`src/rtl/team_params_202500415_202502112.vh`:
```
// Shared keypad constants: FSM state encodings, number of physical keys and
// the highest key index a debounced code may carry and still be accepted.
`ifndef TEAM_PARAMS_202500415_202502112_VH
`define TEAM_PARAMS_202500415_202502112_VH
localparam logic [1:0]  ST_IDLE_ENC     = 2'd0;
localparam logic [1:0]  ST_DEBOUNCE_ENC = 2'd1;
localparam logic [1:0]  ST_HELD_ENC     = 2'd2;
localparam logic [1:0]  ST_RELEASE_ENC  = 2'd3;
localparam int          KEY_COUNT       = 12;
localparam logic [3:0]  MAX_KEY_IDX     = 4'd11;
`endif

```
`src/rtl/keypad_key_decoder_pkg.sv`:
```
// keypad_key_decoder_pkg
//   Types and constants shared by the keypad decoder, its interface and
//   its debounce counter. Pulls in the shared team parameter header.
//   Contents: state_t (FSM states), CNT_W (debounce counter width),
//   REP_W (auto-repeat counter width), key_to_onehot() helper.
package keypad_key_decoder_pkg;
`include "team_params_202500415_202502112.vh"

   localparam int CNT_W = 8;
   localparam int REP_W = 16;

   typedef enum logic [1:0] {
      ST_IDLE     = ST_IDLE_ENC,
      ST_DEBOUNCE = ST_DEBOUNCE_ENC,
      ST_HELD     = ST_HELD_ENC,
      ST_RELEASE  = ST_RELEASE_ENC
   } state_t;

   // Only called with indices already known to be <= MAX_KEY_IDX.
   function automatic logic [KEY_COUNT-1:0] key_to_onehot(input logic [3:0] idx);
      key_to_onehot = KEY_COUNT'(1) << idx;
   endfunction
endpackage

```
`src/rtl/keypad_key_decoder_if.sv`:
```
// keypad_key_decoder_if
//   Bundles the keypad encoder side (code/valid) and the decoded key
//   outputs of keypad_key_decoder.
//   master : keypad encoder / consumer side (drives code, valid)
//   slave  : the decoder (drives key_strobe, key_onehot, key_code,
//            key_held, err_invalid)
interface keypad_key_decoder_if;
   import keypad_key_decoder_pkg::*;

   logic [3:0]           code;
   logic                 valid;
   logic                 key_strobe;
   logic [KEY_COUNT-1:0] key_onehot;
   logic [3:0]           key_code;
   logic                 key_held;
   logic                 err_invalid;

   modport master (
      output code, valid,
      input  key_strobe, key_onehot, key_code, key_held, err_invalid
   );

   modport slave (
      input  code, valid,
      output key_strobe, key_onehot, key_code, key_held, err_invalid
   );
endinterface

```
`src/rtl/keypad_key_decoder_counter.sv`:
```
// key_debounce_counter
//   Saturating 8-bit counter shared by the DEBOUNCE and RELEASE phases.
//   Ports: clk, rst (sync, active-high)
//          i_clr  : force count to 0 (highest priority)
//          i_load : force count to 1 (first matching sample)
//          i_inc  : add one, saturating at LIMIT
//          o_last : count is LIMIT-1 or more, so one more matching
//                   sample completes the debounce window
module key_debounce_counter #(
   parameter int unsigned LIMIT = 4
) (
   input  logic clk,
   input  logic rst,
   input  logic i_clr,
   input  logic i_load,
   input  logic i_inc,
   output logic o_last
);
   import keypad_key_decoder_pkg::*;

   logic [CNT_W-1:0] r_cnt;

   always_ff @(posedge clk) begin
      if (rst) begin
         r_cnt <= '0;
      end else if (i_clr) begin
         r_cnt <= '0;
      end else if (i_load) begin
         r_cnt <= CNT_W'(1);
      end else if (i_inc && (r_cnt < CNT_W'(LIMIT))) begin
         r_cnt <= r_cnt + CNT_W'(1);
      end
   end

   assign o_last = (r_cnt >= CNT_W'(LIMIT - 1));
endmodule

```
`src/rtl/keypad_key_decoder.sv`:
```
// keypad_key_decoder
//   Debounces the code/valid stream from a keypad encoder and emits one
//   strobe (plus one-hot) per accepted key press. Codes above 11 that
//   survive debounce raise a one-cycle err_invalid instead.
//   Ports: clk, rst (sync, active-high), kp (keypad_key_decoder_if.slave)
//   Optional feature macro: KEY_REPEAT_EN -- when defined, a held key
//   re-strobes after REPEAT_DELAY cycles and then every REPEAT_PERIOD.
//   Latency: a code that is stable from edge 0 strobes after edge
//   DEBOUNCE_CYCLES-1.
module keypad_key_decoder
   import keypad_key_decoder_pkg::*;
#(
   parameter int unsigned DEBOUNCE_CYCLES = 4,
   parameter int unsigned REPEAT_DELAY    = 16,
   parameter int unsigned REPEAT_PERIOD   = 8
) (
   input logic                 clk,
   input logic                 rst,
   keypad_key_decoder_if.slave kp
);
   state_t               r_state, w_state_next;
   logic [3:0]           r_cand, w_cand_next;
   logic [3:0]           r_key_code, w_key_code_next;
   logic                 r_strobe, w_strobe_next;
   logic [KEY_COUNT-1:0] r_onehot, w_onehot_next;
   logic                 r_err, w_err_next;
   logic                 w_cnt_clr, w_cnt_load, w_cnt_inc, w_cnt_last;
`ifdef KEY_REPEAT_EN
   logic [REP_W-1:0]     r_rep, w_rep_next;
`endif

   key_debounce_counter #(.LIMIT(DEBOUNCE_CYCLES)) u_cnt (
      .clk    (clk),
      .rst    (rst),
      .i_clr  (w_cnt_clr),
      .i_load (w_cnt_load),
      .i_inc  (w_cnt_inc),
      .o_last (w_cnt_last)
   );

   always_comb begin
      w_state_next    = r_state;
      w_cand_next     = r_cand;
      w_key_code_next = r_key_code;
      w_strobe_next   = 1'b0;
      w_onehot_next   = '0;
      w_err_next      = 1'b0;
      w_cnt_clr       = 1'b0;
      w_cnt_load      = 1'b0;
      w_cnt_inc       = 1'b0;
`ifdef KEY_REPEAT_EN
      w_rep_next      = '0;
`endif
      case (r_state)
         ST_IDLE: begin
            if (kp.valid) begin
               w_cand_next  = kp.code;
               w_cnt_load   = 1'b1;
               w_state_next = ST_DEBOUNCE;
            end
         end
         ST_DEBOUNCE: begin
            if (!kp.valid) begin
               w_cnt_clr    = 1'b1;
               w_state_next = ST_IDLE;
            end else if (kp.code != r_cand) begin
               w_cand_next = kp.code;
               w_cnt_load  = 1'b1;
            end else if (w_cnt_last) begin
               // Window complete: accept a real key, reject anything else.
               w_cnt_clr = 1'b1;
               if (r_cand <= MAX_KEY_IDX) begin
                  w_key_code_next = r_cand;
                  w_strobe_next   = 1'b1;
                  w_onehot_next   = key_to_onehot(r_cand);
                  w_state_next    = ST_HELD;
               end else begin
                  w_err_next   = 1'b1;
                  w_state_next = ST_RELEASE;
               end
            end else begin
               w_cnt_inc = 1'b1;
            end
         end
         ST_HELD: begin
            if (!kp.valid) begin
               w_cnt_load   = 1'b1;
               w_state_next = ST_RELEASE;
            end else if (kp.code != r_key_code) begin
               // A different key is not a release sample; wait for valid=0.
               w_cnt_clr    = 1'b1;
               w_state_next = ST_RELEASE;
`ifdef KEY_REPEAT_EN
            end else if ((r_rep + REP_W'(1)) == REP_W'(REPEAT_DELAY)) begin
               // Rewind so the next hit is REPEAT_PERIOD cycles away.
               w_strobe_next = 1'b1;
               w_onehot_next = key_to_onehot(r_key_code);
               w_rep_next    = REP_W'(REPEAT_DELAY - REPEAT_PERIOD);
            end else begin
               w_rep_next = r_rep + REP_W'(1);
`endif
            end
         end
         ST_RELEASE: begin
            if (!kp.valid) begin
               if (w_cnt_last) begin
                  w_cnt_clr    = 1'b1;
                  w_state_next = ST_IDLE;
               end else begin
                  w_cnt_inc = 1'b1;
               end
            end else if (kp.code == r_key_code) begin
               // Contact bounce on the held key: resume holding silently.
               w_cnt_clr    = 1'b1;
               w_state_next = ST_HELD;
            end else begin
               w_cnt_clr = 1'b1;
            end
         end
         default: begin
            w_state_next = ST_IDLE;
         end
      endcase
   end

   always_ff @(posedge clk) begin
      if (rst) begin
         r_state    <= ST_IDLE;
         r_cand     <= '0;
         r_key_code <= '0;
         r_strobe   <= 1'b0;
         r_onehot   <= '0;
         r_err      <= 1'b0;
      end else begin
         r_state    <= w_state_next;
         r_cand     <= w_cand_next;
         r_key_code <= w_key_code_next;
         r_strobe   <= w_strobe_next;
         r_onehot   <= w_onehot_next;
         r_err      <= w_err_next;
      end
   end

`ifdef KEY_REPEAT_EN
   always_ff @(posedge clk) begin
      if (rst) begin
         r_rep <= '0;
      end else begin
         r_rep <= w_rep_next;
      end
   end
`endif

   assign kp.key_strobe  = r_strobe;
   assign kp.key_onehot  = r_onehot;
   assign kp.key_code    = r_key_code;
   assign kp.key_held    = (r_state == ST_HELD);
   assign kp.err_invalid = r_err;
endmodule
```
`src/flat_wrapper.sv`:
```
// flat-port wrapper written by rule: the top's interface ports become plain ports
module keypad_key_decoder_flat import keypad_key_decoder_pkg::*;
#(
   parameter int unsigned DEBOUNCE_CYCLES = 4,
   parameter int unsigned REPEAT_DELAY    = 16,
   parameter int unsigned REPEAT_PERIOD   = 8
)
  (clk, rst, kp_code, kp_valid, kp_key_strobe, kp_key_onehot, kp_key_code, kp_key_held, kp_err_invalid);
  keypad_key_decoder_if kp_i ();
  input logic clk;
  input logic rst;
  input wire logic [$bits(kp_i.code)-1:0] kp_code;
  input wire logic [$bits(kp_i.valid)-1:0] kp_valid;
  output wire logic [$bits(kp_i.key_strobe)-1:0] kp_key_strobe;
  output wire logic [$bits(kp_i.key_onehot)-1:0] kp_key_onehot;
  output wire logic [$bits(kp_i.key_code)-1:0] kp_key_code;
  output wire logic [$bits(kp_i.key_held)-1:0] kp_key_held;
  output wire logic [$bits(kp_i.err_invalid)-1:0] kp_err_invalid;
  assign kp_i.code = kp_code;
  assign kp_i.valid = kp_valid;
  assign kp_key_strobe = kp_i.key_strobe;
  assign kp_key_onehot = kp_i.key_onehot;
  assign kp_key_code = kp_i.key_code;
  assign kp_key_held = kp_i.key_held;
  assign kp_err_invalid = kp_i.err_invalid;
  keypad_key_decoder #(.DEBOUNCE_CYCLES(DEBOUNCE_CYCLES), .REPEAT_DELAY(REPEAT_DELAY), .REPEAT_PERIOD(REPEAT_PERIOD)) u_core (.clk(clk), .rst(rst), .kp(kp_i));
endmodule
```
`config.mk`:
```
export PLATFORM = sky130hd
export DESIGN_NAME = keypad_key_decoder_flat
export DESIGN_NICKNAME = d
export VERILOG_FILES = /design/src/rtl/keypad_key_decoder_pkg.sv /design/src/rtl/keypad_key_decoder_if.sv /design/src/rtl/keypad_key_decoder_counter.sv /design/src/rtl/keypad_key_decoder.sv /design/src/flat_wrapper.sv
export VERILOG_INCLUDE_DIRS = /design/src /design/src/rtl
export SDC_FILE = /design/constraint.sdc
export NUM_CORES = 1
export LEC_CHECK = 0
export CAP_MARGIN = 40
export CORE_ASPECT_RATIO = 0.6
export CORE_MARGIN = 4
export CORE_UTILIZATION = 45
export DETAILED_ROUTE_END_ITERATION = 8
export PLACE_DENSITY = 0.7
export SYNTH_ARGS = -nofsm -noshare
export SYNTH_HDL_FRONTEND = slang
export SYNTH_SLANG_ARGS = --single-unit
```
`constraint.sdc`:
```
create_clock -name clk -period 1.95 [get_ports clk]
set_clock_uncertainty 0.2 [all_clocks]
set_input_delay 0.39 -clock clk [delete_from_list [all_inputs] [get_ports clk]]
set_output_delay 0.39 -clock clk [all_outputs]
set_load 0.01 [all_outputs]
```
==> flow_metrics.tcl <==
set metrics [dict create \
    grt_start_max_net_pins 12 \
    synth-edff-count 0 \
    rsz0062_at_grt "true" \
    cap_violations 0 \
    p_leak_nw 0.866 \
    violations "setup timing" \
    slew_headroom_pct 73.6 \
    synthFlopType "dfxtp_1" \
    worst_pin_slew_ns 0.396 \
    required_ns 1.92 \
    die_y_um 50.1 \
    cp-start-kind "flop" \
    clkSinkCount 32 \
    diodes 0 \
    drt-total-wl_mm 3.43 \
    crit_fanout 3 \
    cts_root_buf "clkbuf_8" \
    ys_types 34 \
    core_area_um2 2660 \
    boundaryPins 26 \
    num_rows 14 \
    cts_max_level 2 \
    use_met1_pct 25.4 \
    syn-num-nets 142 \
    cts_hold_buf 0 \
    gp_congestion 0.859 \
    nFillCells 171 \
    route.detailed.drc 0 \
    hold_path_class "input pin to flop" \
    ys_ff_latch 32 \
    synthMuxAreaShare_pct 4.52 \
    cp.arrival_ns 2.06 \
    multi_input_area_um2 746 \
    drt_pass1_iterations 4 \
    slew_violations 0 \
    buffer_ports.inserted 25 \
    yosys_warnings 0 \
    max-vdd-ir-drop_mv 0.596 \
    initial_core_util_pct 49.9 \
    dpl.hpwl_mm 2.35 \
    status "finished with violations" \
    cts_tree "yes" \
    use_met2_pct 27.3 \
    drt-vias-per-instance 5.06 \
    setup_tns_ns -0.607 \
    via_count 1180 \
    finalSetupViolCount 15 \
    min_period_ns 2.09 \
    async_flop_share_pct 0 \
    finalCritPeriodShare_pct 107 \
    die_w_um 78.2 \
    max_freq_mhz 479 \
    dr.first_iter.drc_count 82 \
    setup_ws_ns -0.138 \
    p_per_area_nw_per_um2 730 \
    ys_seq_area_share_pct 48.2 \
    postRouteAntennaNets 0 \
    synth-compound-area-share_pct 10.5 \
    cts_buffer_depth 2 \
    cp-end-kind "flop" \
    grtUsageTotal_pct 19.0 \
    path_clk_slew_ns 0.07 \
    crit_type "flop to flop" \
    synth.cell_area_um2 1330 \
    grt_pass1_wl_mm 5.65 \
    synth_top_family_by_area "simple AND/OR/NAND/NOR gates" \
    grt-busiest-layer "met2" \
    syn_to_final_growth_pct 55.6 \
    avgSynthCellArea_um2 9.92 \
    utilization_pct 77.7 \
    fin_nets 200 \
    synth_fa_ha_area_share_pct 0.942 \
    finalHoldViolations 0 \
    yosys.area_share.simple_pct 27.9 \
    clkLatencyLatePin_ns 0.29 \
    grt_antenna_before_repair 0 \
    wl_per_cell_um 14.7 \
    regArea_um2 649 \
    final_layout_size_suffix_gt1_share_pct 38.3 \
    cts_made_buffers 5 \
    overflow 0 \
    dieArea_um2 3910 \
    synth_xor_area_share_pct 5.27 \
    syn_inst 134 \
    grtUsageMet3_pct 6.00 \
    grt_pass1_vias 1184 \
]
[worst max-delay path, stage by stage (launching register included)]
cell and delay, ns:
dfxtp_2 0.34, xor2_2 0.16, or4_4 0.56, buf_12 0.15, o31ai_4 0.25, mux2i_1 0.26
a211oi_2 0.04
[metal layers]
| metal | share of wire, % | vias up | routed length (µm) |
|---|---|---|---|
| met4 | 1.6 | 0 | 55 |
| met3 | 6.5 | 8 | 224 |
| met1 | 49 | 555 | 1680 |
| met2 | 43 | 37 | 1460 |
| met5 | 0 | - | 0 |
| li1 | - | 580 | - |
[worst paths after layout]
| path | start | to | slack [ns] | cells after the start |
|---|---|---|---|---|
| worst max-delay path | u_core.r_cand[3]$_SDFFE_PP0P_ | u_core.u_cnt.r_cnt[0]$_SDFFE_PP0P_ | -0.14 | 6 |
| worst min register to register | u_core.u_cnt.r_cnt[2]$_SDFFE_PP0P_ | u_core.u_cnt.r_cnt[2]$_SDFFE_PP0P_ | 0.29 | 1 |
| worst min-delay path | kp_code[2] | u_core.r_cand[2]$_SDFFE_PP0P_ | 0.18 | 3 |
| worst max register to register | u_core.r_cand[3]$_SDFFE_PP0P_ | u_core.u_cnt.r_cnt[0]$_SDFFE_PP0P_ | -0.14 | 6 |
[flip-flops by register name, indices dropped and copies added (netlist names), named ones only]
name / flops
u_core.kp.key_code: 4
u_core.kp.key_strobe: 1
u_core.r_cand: 4
u_core.kp.key_onehot: 12
u_core.r_state: 1
u_core.kp.err_invalid: 1
u_core.u_cnt.r_cnt: 8
[stage by stage]
step | cell area [µm²] | instances | hold slack [ns] | setup slack (ns) | power, mW
after CTS | 2030 | 232 | 0.176 | -0.130 | 1.51
after floorplan | 1340 | 134 | 0.230 | -0.0548 | 0.747
after global placement | 1830 | 223 | 0.243 | -0.599 | 0.811
after detailed placement | 1830 | 223 | 0.249 | -0.643 | 0.815
after global routing | 2070 | 233 | 0.216 | -0.220 | 1.57
final | 2070 | 233 | 0.183 | -0.138 | 1.51
[layout make-up]
cell class / instances / area share (%)
sequential: 32 / 31.4
clock inverter: 1 / 1.45
timing repair buffer: 57 / 23.8
inverter: 1 / 0.181
tap: 40 / 2.42
clock buffer: 7 / 4.66
multi-input combinational: 95 / 36.1
[synth_stat cells, drive strengths merged, types with 2 or more instances]
cell / count / share of area [%]
clkbuf: 4 / 1.1
mux2i: 6 / 4.5
xor2: 8 / 5.3
o21ai: 2 / 0.75
and2: 7 / 3.3
or4: 2 / 1.7
nor3: 7 / 3.4
buf: 2 / 1.2
nor4: 5 / 3.3
a21oi: 6 / 2.3
nand2b: 3 / 1.4
a31oi: 2 / 0.94
o31ai: 2 / 2.2
nand3b: 3 / 1.7
dfxtp: 32 / 48
a211oi: 2 / 1.9
nor2: 11 / 3.1
nand3: 4 / 1.9
nand2: 14 / 4.0
nor2b: 4 / 1.9
[layout by cell type (no fill, tap or decap), types with 3 or more instances in the layout]
master,Yosys,layout
buf_4,0,31
dfxtp_1,32,27
clkdlybuf4s50_1,0,19
nand2_1,14,12
nor2_1,11,11
clkbuf_8,0,7
xor2_1,8,6
a21oi_1,6,6
and2_1,7,6
mux2i_1,6,6
nor3_2,2,5
nor4_2,2,4
dfxtp_2,0,4
nor2b_1,4,3
nand3b_1,3,3
nand2b_1,3,3
[cells by family (layout without fill, tap and decap cells)]
| kind of cell | Yosys count | after routing |
|---|---|---|
| muxes | 6 | 6 |
| buffers and inverters | 7 | 66 |
| xor gates and xnor gates | 8 | 8 |
| DFF | 32 | 32 |
| AOI/OAI and AO/OA | 18 | 18 |
| and+or+nand+nor | 62 | 62 |
| adders and majority gates | 1 | 1 |
[where the power goes]
| part | internal [mW] | leakage (nW) | switching, mW |
|---|---|---|---|
| logic | 0.0686 | 0.540 | 0.0787 |
| clock network | 0.450 | 0.0645 | 0.243 |
| registers | 0.661 | 0.261 | 0.00762 |
[repair_timing]
action                     CTS  global route
pin swaps                   15             4
setup buffers                3             1
gates resized for setup     29             7
setup endpoints to repair   28            26
Note: power is estimated with default switching activity, not from simulation.
